===== src/rtl/b8_rr_arbiter_pkg.sv =====
// Shared definitions for the 8-way round-robin arbiter: state encodings and
// default hold limit.
package b8_rr_arbiter_pkg;

  typedef enum logic {
    IDLE = 1'b0,
    BUSY = 1'b1
  } state_t;

  localparam int unsigned DEFAULT_MAX_HOLD = 16;
  localparam int unsigned N_REQ            = 8;

endpackage


===== src/rtl/b8_rr_picker.sv =====
// Combinational round-robin search: first set candidate bit starting at the
// pointer and wrapping modulo 8.
module b8_rr_picker
  import b8_rr_arbiter_pkg::*;
(
  input  logic [7:0] i_cand,
  input  logic [2:0] i_ptr,
  output logic       o_found,
  output logic [2:0] o_idx
);

  logic [2:0] w_try;

  always_comb begin
    o_found = 1'b0;
    o_idx   = '0;
    w_try   = '0;
    for (int unsigned k = 0; k < N_REQ; k++) begin
      w_try = i_ptr + 3'(k);
      if (!o_found && i_cand[w_try]) begin
        o_found = 1'b1;
        o_idx   = w_try;
      end
    end
  end

endmodule


===== src/rtl/b8_rr_arbiter.sv =====
// Round-robin arbiter for eight requesters sharing one 8-to-1 multiplexer,
// with hold-time preemption of an owner that keeps the resource too long.
module b8_rr_arbiter
  import b8_rr_arbiter_pkg::*;
#(
  parameter int unsigned MAX_HOLD = DEFAULT_MAX_HOLD,
  parameter int unsigned CNT_W    = 5
) (
  input  logic       clock,
  input  logic       reset,
  input  logic [7:0] r7_r0,
  output logic [7:0] g7_g0,
  output logic [2:0] b2_b0,
  output logic       gv
);

  localparam logic [CNT_W-1:0] HOLD_LIM =
    (MAX_HOLD == 0) ? '1 : CNT_W'(MAX_HOLD);
  localparam logic             PREEMPT_EN = (MAX_HOLD != 0);

  state_t           r_state, w_state_nxt;
  logic [2:0]       r_last, w_last_nxt;
  logic [2:0]       r_sel, w_sel_nxt;
  logic [7:0]       r_grant, w_grant_nxt;
  logic             r_gv, w_gv_nxt;
  logic [CNT_W-1:0] r_cnt, w_cnt_nxt;

  logic [7:0] w_owner_bit;
  logic       w_owner_req;
  logic [7:0] w_cand;
  logic [2:0] w_ptr;
  logic       w_found;
  logic [2:0] w_idx;
  logic       w_take;

  // Owner bit is masked whenever BUSY, so release and preemption share one search.
  assign w_owner_bit = 8'b1 << r_sel;
  assign w_owner_req = |(r7_r0 & w_owner_bit);
  assign w_cand      = (r_state == BUSY) ? (r7_r0 & ~w_owner_bit) : r7_r0;
  assign w_ptr       = r_last + 3'd1;

  b8_rr_picker u_picker (
    .i_cand  (w_cand),
    .i_ptr   (w_ptr),
    .o_found (w_found),
    .o_idx   (w_idx)
  );

  always_comb begin
    w_take = 1'b0;
    unique case (r_state)
      IDLE:    w_take = w_found;
      BUSY:    w_take = w_found &&
                        (!w_owner_req || (PREEMPT_EN && (r_cnt == HOLD_LIM)));
      default: w_take = 1'b0;
    endcase
  end

  always_comb begin
    w_state_nxt = r_state;
    w_last_nxt  = r_last;
    w_sel_nxt   = r_sel;
    w_grant_nxt = r_grant;
    w_gv_nxt    = r_gv;
    w_cnt_nxt   = r_cnt;
    if (w_take) begin
      w_state_nxt = BUSY;
      w_last_nxt  = w_idx;
      w_sel_nxt   = w_idx;
      w_grant_nxt = 8'b1 << w_idx;
      w_gv_nxt    = 1'b1;
      w_cnt_nxt   = CNT_W'(1);
    end else if (r_state == BUSY && !w_owner_req) begin
      w_state_nxt = IDLE;
      w_grant_nxt = '0;
      w_gv_nxt    = 1'b0;
      w_cnt_nxt   = '0;
    end else if (r_state == BUSY && r_cnt != HOLD_LIM) begin
      w_cnt_nxt = r_cnt + CNT_W'(1);
    end
  end

  always_ff @(posedge clock or posedge reset) begin
    if (reset) begin
      r_state <= IDLE;
      r_last  <= 3'd7;
      r_sel   <= '0;
      r_grant <= '0;
      r_gv    <= 1'b0;
      r_cnt   <= '0;
    end else begin
      r_state <= w_state_nxt;
      r_last  <= w_last_nxt;
      r_sel   <= w_sel_nxt;
      r_grant <= w_grant_nxt;
      r_gv    <= w_gv_nxt;
      r_cnt   <= w_cnt_nxt;
    end
  end

  assign g7_g0 = r_grant;
  assign b2_b0 = r_sel;
  assign gv    = r_gv;

endmodule


===== config.mk =====
export PLATFORM = sky130hd
export DESIGN_NAME = b8_rr_arbiter
export DESIGN_NICKNAME = d
export VERILOG_FILES = /design/src/rtl/b8_rr_arbiter_pkg.sv /design/src/rtl/b8_rr_picker.sv /design/src/rtl/b8_rr_arbiter.sv
export SDC_FILE = /design/constraint.sdc
export NUM_CORES = 1
export LEC_CHECK = 0
export ABC_AREA = 1
export CAP_MARGIN = 20
export CORE_MARGIN = 4
export CORE_UTILIZATION = 32
export DETAILED_ROUTE_END_ITERATION = 6
export GPL_ROUTABILITY_DRIVEN = 0
export PLACE_DENSITY_LB_ADDON = 0.25
export SYNTH_ARGS = -nofsm -noshare
export SYNTH_HDL_FRONTEND = slang
export SYNTH_HIERARCHICAL = 1
export SYNTH_SLANG_ARGS = --single-unit

===== constraint.sdc =====
create_clock -name clock -period 8.05 [get_ports clock]
set_clock_uncertainty 0.05 [all_clocks]
set_input_delay 1.2075 -clock clock [delete_from_list [all_inputs] [get_ports clock]]
set_output_delay 1.2075 -clock clock [all_outputs]
set_load 0.02 [all_outputs]

# Yosys cells after proc, flatten, opt, wreduce, memory -nomap -nowiden
# Cells that the tools add are included.
dict set report totals {
  regBits 20
  in_bits 10
  out_inout_bits 12
  elab_cells 93
}
dict set report classes {
  add_sub_neg 9
  n_lt_le_gt_ge 8
  n_eq_ne 2
  shifts 2
  n_mux 41
  bitwise_logic 4
  n_reduce_logical 22
}
# op count
set op_table {}
lappend op_table {{$lt A3 B4 Y1 const B} 8}
lappend op_table {{$bmux W1 S3} 8}
lappend op_table {{$mux W3} 8}
lappend op_table {{$mux W8} 3}
lappend op_table {{$mux W1} 18}
lappend op_table {{$and A8 B8 Y8} 2}
lappend op_table {{$shl A1 B3 Y8 const A} 2}
lappend op_table {{$mux W5} 3}
lappend op_table {{$add A3 B3 Y3 const B} 4}
lappend op_table {{$logic_and A1 B1 Y1} 10}
lappend op_table {{$logic_not A1 Y1} 8}
lappend op_table {{$not A8 Y8} 1}
lappend op_table {{$reduce_or A8 Y1} 1}
lappend op_table {{$add A3 B1 Y3 const B} 2}
lappend op_table {{$add A3 B2 Y3 const B} 2}
lappend op_table {{$add A5 B1 Y5 const B} 1}
lappend op_table {{$eq A5 B5 Y1 const B} 1}
lappend op_table {{$ne A5 B5 Y1 const B} 1}
lappend op_table {{$reduce_bool A3 Y1} 1}
lappend op_table {{$pmux W1 S2} 1}
lappend op_table {{$reduce_bool A2 Y1} 1}
lappend op_table {{$logic_or A1 B1 Y1} 1}
lappend op_table {{$not A1 Y1} 1}

# Depth between registers and ports, before layout
# Gate-level depths: netlist of run 1.
dict set report logic_depth {
  depth_word 31
  ltp_mapped 22
  depth_no_buf 21
}

# Hierarchy
# The synthesis of run 1 kept the hierarchy.
# mod instances cells_each area_each_um2 seq_area_each_um2
set modules_own_cells {}
lappend modules_own_cells {b8_rr_arbiter 1 146 1233.7 504.2}
lappend modules_own_cells {b8_rr_picker 1 135 899.6 0.0}

# Least setup slack after synthesis of run 1
# OpenSTA, ideal clock, no wires.
dict set report synth_path {
  path_kind {input -> register}
  from {input r7_r0[5]}
  to {register r_grant[5], in the netlist g7_g0[5]}
  arrival_time_ns 2.736
  required_ns 7.934
  path_slack_ns 5.198
  cell_stages 17
  n_path_buf 0
  cell_sequence {o41ai_1 -> inv_1 -> nand2_1 -> nand3_4 -> nand3_2 -> nand2_4 -> nor2_4 -> nand4_4 -> nor2_4 -> nand2_1 -> nand2_1 -> nand2_1 -> nand2_1 -> inv_1 -> nor2_1 -> nand4_1 -> nand2_1}
}
# item line_no
set synth_rtl {}
lappend synth_rtl {{from (decl)} b8_rr_arbiter.sv:11} ;# input logic [7:0] r7_r0,
lappend synth_rtl {{$and A8 B8 Y8} b8_rr_arbiter.sv:39} ;# assign w_cand = (r_state == BUSY) ? (r7_r0 & ~w_owner_bit) : r7_r0;
lappend synth_rtl {{$mux W8 (*)} b8_rr_arbiter.sv:39}
lappend synth_rtl {{via w_cand[5]} b8_rr_arbiter.sv:30} ;# logic [7:0] w_cand;
lappend synth_rtl {{$bmux W1 S3} b8_rr_picker.sv:20} ;# if (!o_found && i_cand[w_try]) begin
lappend synth_rtl {{$mux W1 (not written as such)} b8_rr_picker.sv:20}
lappend synth_rtl {{$mux W1} b8_rr_picker.sv:20}
lappend synth_rtl {{$logic_not A1 Y1} b8_rr_picker.sv:20}
lappend synth_rtl {{$logic_and A1 B1 Y1} b8_rr_picker.sv:20}
lappend synth_rtl {{[14 not listed]} n/a}
lappend synth_rtl {{$logic_and A1 B1 Y1} b8_rr_picker.sv:20}
lappend synth_rtl {{$mux W1} b8_rr_picker.sv:20}
lappend synth_rtl {{$logic_not A1 Y1} b8_rr_picker.sv:20}
lappend synth_rtl {{$logic_and A1 B1 Y1} b8_rr_picker.sv:20}
lappend synth_rtl {{$mux W3 (*)} b8_rr_picker.sv:20}
lappend synth_rtl {{via w_idx[0]} b8_rr_arbiter.sv:33} ;# logic [2:0] w_idx;
lappend synth_rtl {{$shl A1 B3 Y8 (*)} b8_rr_arbiter.sv:70} ;# w_grant_nxt = 8'b1 << w_idx;
lappend synth_rtl {{$mux W8 (*)} b8_rr_arbiter.sv:66} ;# if (w_take) begin
lappend synth_rtl {{to (signal assigned)} b8_rr_arbiter.sv:95} ;# r_grant <= w_grant_nxt;
lappend synth_rtl {{to (decl)} b8_rr_arbiter.sv:24} ;# logic [7:0] r_grant, w_grant_nxt;
# Mark *: on every way through the listed nets, which the timed path passes. The rest lies on a longest branch. The select of a mux whose other input is x is not followed.
# A chain may end at the register's enable or synchronous reset.

# Final worst setup path of run 1
dict set report layout_path {
  from {register r_last[0]}
  to {register r_cnt[1]}
}
dict set report layout_between {
  elab_chain_cells 28
}
# item line_no
set layout_rtl {}
lappend layout_rtl {{from (decl)} b8_rr_arbiter.sv:22} ;# logic [2:0] r_last, w_last_nxt;
lappend layout_rtl {{from (signal assigned)} b8_rr_arbiter.sv:93} ;# r_last <= w_last_nxt;
lappend layout_rtl {{$add A3 B1 Y3 (*)} b8_rr_arbiter.sv:40} ;# assign w_ptr = r_last + 3'd1;
lappend layout_rtl {{via w_ptr[1]} b8_rr_arbiter.sv:31} ;# logic [2:0] w_ptr;
lappend layout_rtl {{parallel branches: the longest is 23 deep, another holds $add A3 B1 Y3} n/a}
lappend layout_rtl {{$mux W1 (*)} b8_rr_picker.sv:20}
lappend layout_rtl {{via w_found} b8_rr_arbiter.sv:32} ;# logic w_found;
lappend layout_rtl {{$logic_and A1 B1 Y1} b8_rr_arbiter.sv:53} ;# BUSY: w_take = w_found &&
lappend layout_rtl {{$pmux W1 S2 (*)} b8_rr_arbiter.sv:51} ;# unique case (r_state)
lappend layout_rtl {{$reduce_bool A3 Y1 (no source line) / $mux W5 (equally long branches)} n/a}
lappend layout_rtl {{to (signal assigned)} b8_rr_arbiter.sv:97} ;# r_cnt <= w_cnt_nxt;
lappend layout_rtl {{to (decl)} b8_rr_arbiter.sv:26} ;# logic [CNT_W-1:0] r_cnt, w_cnt_nxt;
# Mark *: on every way through the listed nets, which the timed path passes. The select of a mux whose other input is x is not followed.

==> metrics list, run 1 <==
- Sequential-to-total area share from yosys stat: 23.6%
- Setup repair after global routing left no endpoint under its margin.
- Post-synthesis instance area: 0.00213 sq mm
- CTS saw 20 sinks.
* Tcrit/Tclk final: 44.3%
* Crit path DAT: 3.71 ns
* Number of flops mapped to enable cells by yosys: 0
- Chip Width: 89.7 um
- By area the synthesized netlist is led by sky130_fd_sc_hd__dfrtp_1 (20%), sky130_fd_sc_hd__nand2_1 (11%), sky130_fd_sc_hd__nand3_1 (8.9%), sky130_fd_sc_hd__nand3_2 (8.9%), sky130_fd_sc_hd__nand4_1 (5.6%).
* # diodes: 0
* Status: complete, no violations
* Layout Area Growth over Synthesis: 11.4%
- The floorplan step defined a die boundary enclosing 0.00804 sq mm.
- The filler cells instantiated in the layout total 690.
- Crit path buf inv count: 2
- The synthesized design devotes to its leading area cell type 19.9% of total area.
* Critical path start-end classification: reg2reg
- Post-CTS Setup Bufs: 0
- Final net count: 312
- Core Rows: 29
* Largest net degree at the start of global routing: 24
- Most area-hungry cell type in the Yosys netlist: sky130_fd_sc_hd__dfrtp_1
- The path with the worst hold slack has its endpoint at r_last[2].
- Counting every instance in the synthesized netlist gives 281.
* Post-synthesis adder-cell area fraction: 2.93%
- Global-route wire length before repair: 8730 um
* Average detailed-routed wire length per instance: 12.9 um
- Detailed placer's ending HPWL: 4010 um
- Count of final max-slew check failures: 0
- Count of distinct cell types in the synthesized netlist: 32
- Including well taps, the total number of placed cells is 369.
- The worst setup path is launched from a flip-flop.
- Max_slew headroom: 35.8%
- In the synthesized netlist, mux cells make up 0% of the area.
- Cells along the critical path: ha_1 > inv_2 > ha_1 > inv_2 > nand3_1 > nand2_1 > nor2_1 > nor2_4 > nand4_4 > nor2_4 > nand3b_1 > nand2_4 > nand2_1 > nor2_1
- The worst path needs 3.57 ns of the cycle, external delays included.
- Vias: 1827
* Worst-path fanout max: 23
* Starting density of the core: 33.2%
- Count of warnings emitted by yosys: 6
- Number of cells on the worst hold path: 2
- For this run, design rule violations remaining after detail routing come to 0.
- The kind of cell with the highest combined delay along the critical path is simple AND/OR/NAND/NOR gates.
- In this run the standard cell core region covers 0.00642 sq mm.
- Hold WS: 0.429 ns
- Global routing finished with a remaining overflow of 0.
- Number of vias per cell after detailed routing: 4.90
- Pin slew with the least headroom to its limit: 0.959 ns
- For this design the top-level I/O count stands at 22.
- Flop2flop setup slack: 4.48 ns
- The worst register-to-register path begins at r_last[0].
- Total wirelength of the detailed-routed design: 4820 um
* Synthesis-stage register bit count: 20
- Once detail routing completed, the nets flagged for antenna violations numbered 0.
* TritonCTS clock tree: done
- Clock tree buffer depth: 2
- After synthesis, the mean cell area works out to 7.59 sq um.
- Number of iterations in the first detailed-routing pass: 4
- The number of gates resized after CTS was 0.
- Fmax: 280 MHz
* Reg2Reg Capture Point: r_cnt[1]
- Total CTS buffers: 3
- Number of H-tree levels: 1
- Type of destination of the critical path: flip-flop
- Number of global-route vias before repair: 1859
- The post-route netlist has 22.6% of its cells at a drive strength greater than 1.
- Leaving out fill and tap cells, the most frequent cell in the layout is sky130_fd_sc_hd__nand2_1.
* Maximum Capacitance Violations: 0
- Summing the areas of all compound-gate instances in the mapped netlist gives 7.39% of the synthesized area.
* Final setup violating endpoints: 0
* Skew-Pair Late Insertion Delay: 0.25 ns
* Reg2reg path depth: 14
- Data required time at the worst endpoint: 8.19 ns
* Number of antenna violations at the first check in global routing: 0
- Input and output buffers added on the ports amount to 21.
- Area share of xor/xnor cells in the synthesized design: 3.75%
- Startpoint of the most critical hold path: r_last[2]
* Worst hold path type: reg2reg
* Final Hold Viols: 0
* Iteration-0 DRC Markers: 108
- After routing, the total negative slack on setup checks comes to 0 ns.
- The cell sitting at the root of the clock tree is a sky130_fd_sc_hd__clkbuf_8.
* Synthesized net count: 296
* Fraction of the mapped netlist area in simple logic gates: 49.9%
- Measured along the y axis, the die boundary spans 89.7 um.
- Largest family of logic cells by synthesized area: simple AND/OR/NAND/NOR gates
* Post-layout instance count excluding filler cells: 373
- Stage delay of the slowest cell on the critical path: 0.55 ns
- The largest individual stage delay along the critical path comes from the cell sky130_fd_sc_hd__dfstp_2.
- After clock tree synthesis, the clock-pin slew on the worst setup and hold paths is 0.07 ns.
- Hold bufs inserted after CTS: 0
* Top flip-flop cell by instance count after synthesis: sky130_fd_sc_hd__dfrtp_1
* Most frequent cells in the layout: sky130_fd_sc_hd__nand2_1 (61), sky130_fd_sc_hd__nand3_1 (38), sky130_fd_sc_hd__inv_1 (28)
- Global routing used 13.6% of the available tracks across all layers.
- Share of synthesized registers carrying an async set or reset: 100%
## through the flow
step | cell area (sq um) | util, % | worst slack (ns)
2_1_floorplan | 2130 | - | 5.20
3_3_place_gp | 2320 | 36.2 | 4.36
3_5_place_dp | 2320 | 36.2 | 4.27
4_1_cts | 2380 | 37.0 | 4.45
5_1_grt | 2380 | 37.0 | 4.18
6_report | 2380 | 37.0 | 4.48
## layout make-up
class,instances,area (sq um),share of cell area (%)
clock buffer,4,55.1,2.32
multi-input combinational,215,1360,57.4
sequential,20,504,21.2
inverter,36,148,6.21
timing repair buffer,21,210,8.84
tap,77,96.3,4.05
## worst max path at each step
stage,depth (start not counted),start,end,slack (ns)
3_3_place_gp,14,r7_r0[3],r_cnt[3],4.36
2_1_floorplan,17,r7_r0[5],g7_g0[5],5.20
3_5_place_dp,14,r7_r0[3],r_cnt[1],4.27
4_1_cts,14,r_last[0],r_cnt[1],4.45
5_1_grt,14,r_last[0],r_cnt[1],4.18
6_report,14,r_last[0],r_cnt[1],4.48
## registers in the layout, summed over array words and instances (netlist names)
signal / count
g7_g0: 8
r_cnt: 5
b2_b0: 3
r_last: 3
gv: 1
## worst min-delay path: stages, from the launching register on
cell	delay [ns]
sky130_fd_sc_hd__dfstp_2	0.37
sky130_fd_sc_hd__nand2_1	0.05
sky130_fd_sc_hd__o21ai_1	0.05
## per-layer routing
layer / wire [um] / global-route usage (%) / vias up
li1: - / - / 972
met1: 2390 / 19.0 / 830
met2: 2320 / 22.6 / 21
met3: 67 / 1.09 / 4
met4: 42 / 3.25 / 0
met5: 0 / 0 / -
## Yosys cell counts (4+ instances only)
cell,instances
sky130_fd_sc_hd__o21a_1,4
sky130_fd_sc_hd__nand3_1,38
sky130_fd_sc_hd__inv_2,4
sky130_fd_sc_hd__inv_1,28
sky130_fd_sc_hd__dfrtp_1,17
sky130_fd_sc_hd__o21ai_2,5
sky130_fd_sc_hd__nor2_4,5
sky130_fd_sc_hd__ha_1,5
sky130_fd_sc_hd__nor2_1,17
sky130_fd_sc_hd__nand2_2,6
sky130_fd_sc_hd__nand2_4,10
sky130_fd_sc_hd__buf_6,8
sky130_fd_sc_hd__nand2_1,61
sky130_fd_sc_hd__nand4_1,19
sky130_fd_sc_hd__nand3_2,19
sky130_fd_sc_hd__o21ai_0,6
## kinds of logic (layout without fill, tap and decap cells)
kind of cell / Yosys count / in the layout
adders and majority gates: 5 / 5
buffers and inverters: 46 / 61
AOI/OAI and AO/OA: 22 / 22
DFF: 20 / 20
and+or+nand+nor: 181 / 181
xor gates and xnor gates: 7 / 7
Power of run 1 is not shown: default switching activity piles up to over one toggle a cycle in this logic, so the estimate is an artifact.
==> inputs of run 2 (changes only) <==
- clock period: 8.05 -> 3.1 ns (I/O delays scaled with it)
==> run 2 against run 1 <==
Against the previous run: global-route usage shrank 0.11 points; maximum frequency is 26% higher; core utilization increased by 1.9 points; sequential share of layout area shrank 1.1 points; first-iteration DRC count is 19% higher; final cell count grew 2.9%; die area did not move; register-to-register slack worse by 4.2 ns; critical path depth increased by 6; worst hold slack improved by 0.014 ns; non-clock buffer count increased by 10; largest cell class unchanged.
==> metrics list, run 2 (same netlist as run 1, synthesis figures left out) <==
- The clock edge transition at the registers on the reported setup and hold paths is 0.07 ns (about the same).
- The maximum clock path buffer count is 2 (unchanged).
- The worst setup path is of the reg2reg kind.
- The initial antenna violation count is 0 (unchanged).
* Reg2reg path depth: 20 (+6)
- Total CTS buffers: 3 (unchanged)
- The number of setup buffers added after CTS is 0 (unchanged).
- The top cell types in the final layout, fill and taps aside, are sky130_fd_sc_hd__nand2_1 (60), sky130_fd_sc_hd__nand3_1 (37), sky130_fd_sc_hd__inv_1 (27).
- Vias: 1953 (+6.9%)
- Number of primary I/O pins: 22 (unchanged)
- The fill cell total of the finished layout came to 637 (-7.7%).
* Tcrit/Tclk final: 91.1% (+47 points)
- The worst setup path is launched from a flip-flop.
- The remaining routing DRC violations came to 0 (unchanged).
- Die ar.: 0.00804 sq mm (unchanged)
* Pin slew with the least headroom to its limit: 0.753 ns (-0.206 ns)
* Number of iterations in the first detailed-routing pass: 5 (+1)
- The detailed router's first-iteration violation count was 128 (+19%).
- The signal on the critical path passes through ha_4 > inv_2 > ha_2 > inv_4 > nand3_1 > nand2_1 > nor2_1 > nor2_4 > inv_2 > nor2_2 > nand2_1 > nand2_1 > nor2_1 > nand2_1 > nand2_1 > nand2_2 > inv_1 > nor2_1 > nand4_1 > nand2_1.
- Count of buffers inserted at the top-level ports: 21 (unchanged)
- The data required time at the worst endpoint came to 3.25 ns (-4.94 ns).
- Compared with the post-synthesis result, the final layout area differs by 17.3%.
- CTS Sinks: 20 (unchanged)
* Worst reg2reg path startpoint: r_last[0]
- Core box area: 0.00642 sq mm (unchanged)
- The later-pin clock latency in the skew report came to 0.26 ns (about the same).
* Worst hold path type: reg2reg
- Overall global routing resource usage: 13.5% (-0.11 points)
- The pin count of the biggest net entering global routing was 24 (unchanged).
* Global-route wire length before repair: 8600 um (-1.5%)
* Worst-case hold path end point: r_last[2]
- The setup TNS after final layout came to 0 ns (unchanged).
- Average detailed-routed wire length per instance: 13.3 um (+3.1%)
- Final min period: 2.82 ns (-0.746 ns)
- Chip Width: 89.7 um (unchanged)
* Fmax: 354 MHz (+26%)
- The sum of overflow across all layers after global routing came to 0 (unchanged).
* Number of vias per cell after detailed routing: 5.09 (+3.8%)
- Setup repair after global routing left no endpoint under its margin.
- Clock Root Buffer: sky130_fd_sc_hd__clkbuf_8
- Stage delay of the slowest cell on the critical path: 0.57 ns (+0.02 ns)
* Final setup violating endpoints: 0 (unchanged)
- Maximum Capacitance Violations: 0 (unchanged)
- Number of global-route vias before repair: 1841 (-0.97%)
* Final net count: 323 (+3.5%)
* Crit path DAT: 2.97 ns (-0.74 ns)
- The standard-cell row count is 29 (unchanged).
- Hold bufs inserted after CTS: 0 (unchanged)
- TritonCTS clock tree: done
- Reg2Reg Capture Point: g7_g0[5]
* Leading cell type in the layout, fill and taps excluded: sky130_fd_sc_hd__nand2_1
* # diodes: 0 (unchanged)
* Antenna Nets Post-Route: 0 (unchanged)
- In this design, the critical path's most frequently occurring cell is sky130_fd_sc_hd__nand2_1.
- The worst setup path is captured at a flip-flop.
* Crit-path slowest cell: sky130_fd_sc_hd__dfstp_2
- Max_slew headroom: 49.7% (+14 points)
- The sum of routed wire length over all layers is 5110 um (+6.1%).
* Detailed placer's ending HPWL: 4150 um (+3.4%)
- Seq. cell area: 504 sq um (unchanged)
- The count of H-tree levels built during CTS was 1 (unchanged).
- Startpoint of the most critical hold path: r_last[2]
- The worst setup slack for register-to-register paths is 0.28 ns (-4.20 ns).
* Area of combinational cells with multiple inputs: 0.00140 sq mm (+2.3%)
- The top fanout value on the critical path was 7 (-70%).
- Die H: 89.7 um (unchanged)
- The number of flip-flops under the largest register name came to 8 (unchanged).
- The effective utilization at floorplan was 33.2% (unchanged).
* Status: complete, no violations
* Count of final max-slew check failures: 0 (unchanged)
* Share of layout cells above drive strength 1: 27.4% (+4.7 points)
- Number of cells on the worst hold path: 2 (unchanged)
* Final Hold Viols: 0 (unchanged)
-- run 2: worst max-delay path by stage --
| stage | cells after the start | start | slack, ns | endpoint |
|---|---|---|---|---|
| global placement | 18 | r_last[0] | 0.16 | g7_g0[6] |
| global route | 20 | r_last[0] | 0.06 | g7_g0[5] |
| detailed placement | 18 | r_last[0] | 0.11 | g7_g0[6] |
| floorplan | 19 | r_last[0] | 0.27 | g7_g0[6] |
| finish | 20 | r_last[0] | 0.28 | g7_g0[5] |
| CTS | 18 | r_last[0] | 0.1 | g7_g0[6] |
-- run 2: stage by stage --
| stage | util [%] | instances | instance area [sq um] | hold WS [ns] | setup slack (ns) |
|---|---|---|---|---|---|
| 2_1_floorplan | - | 281 | 2130 | 0.377 | 0.274 |
| 3_3_place_gp | 37.3 | 379 | 2400 | 0.430 | 0.159 |
| 3_5_place_dp | 37.3 | 379 | 2400 | 0.424 | 0.115 |
| 4_1_cts | 38.4 | 383 | 2470 | 0.435 | 0.0980 |
| 5_1_grt | 39.0 | 384 | 2500 | 0.463 | 0.0628 |
| 6_report | 39.0 | 384 | 2500 | 0.443 | 0.277 |
-- run 2: layout make-up --
type | instances | share of cell area [%]
tap | 77 | 3.85
inverter | 36 | 6.00
timing repair buffer | 31 | 11.4
clock buffer | 3 | 1.65
multi-input combinational | 216 | 55.8
clock inverter | 1 | 1.20
sequential | 20 | 20.2
-- run 2: layer usage --
layer	vias up	part of all wire, %	GRT usage [%]
li1	1000	-	-
met1	906	47	18.0
met2	37	48	22.3
met3	10	3.2	2.01
met4	0	1.6	4.19
met5	-	0	0
-- run 2: worst max-delay path: cells and delay by family (launching register included) --
family / cells / cell delay (ns)
fa+ha+maj: 2 / 0.55
buf+inv: 4 / 0.35
flops: 1 / 0.57
simple gates: 14 / 1.24
-- run 2: what timing repair did --
| item | 4_1_cts | 5_1_grt |
|---|---|---|
| endpoints found under the setup margin | 0 | 15 |
| hold endpoints to repair | 0 | 0 |
| resized for setup | 0 | 7 |
Power of run 2 is left out for the same reason.
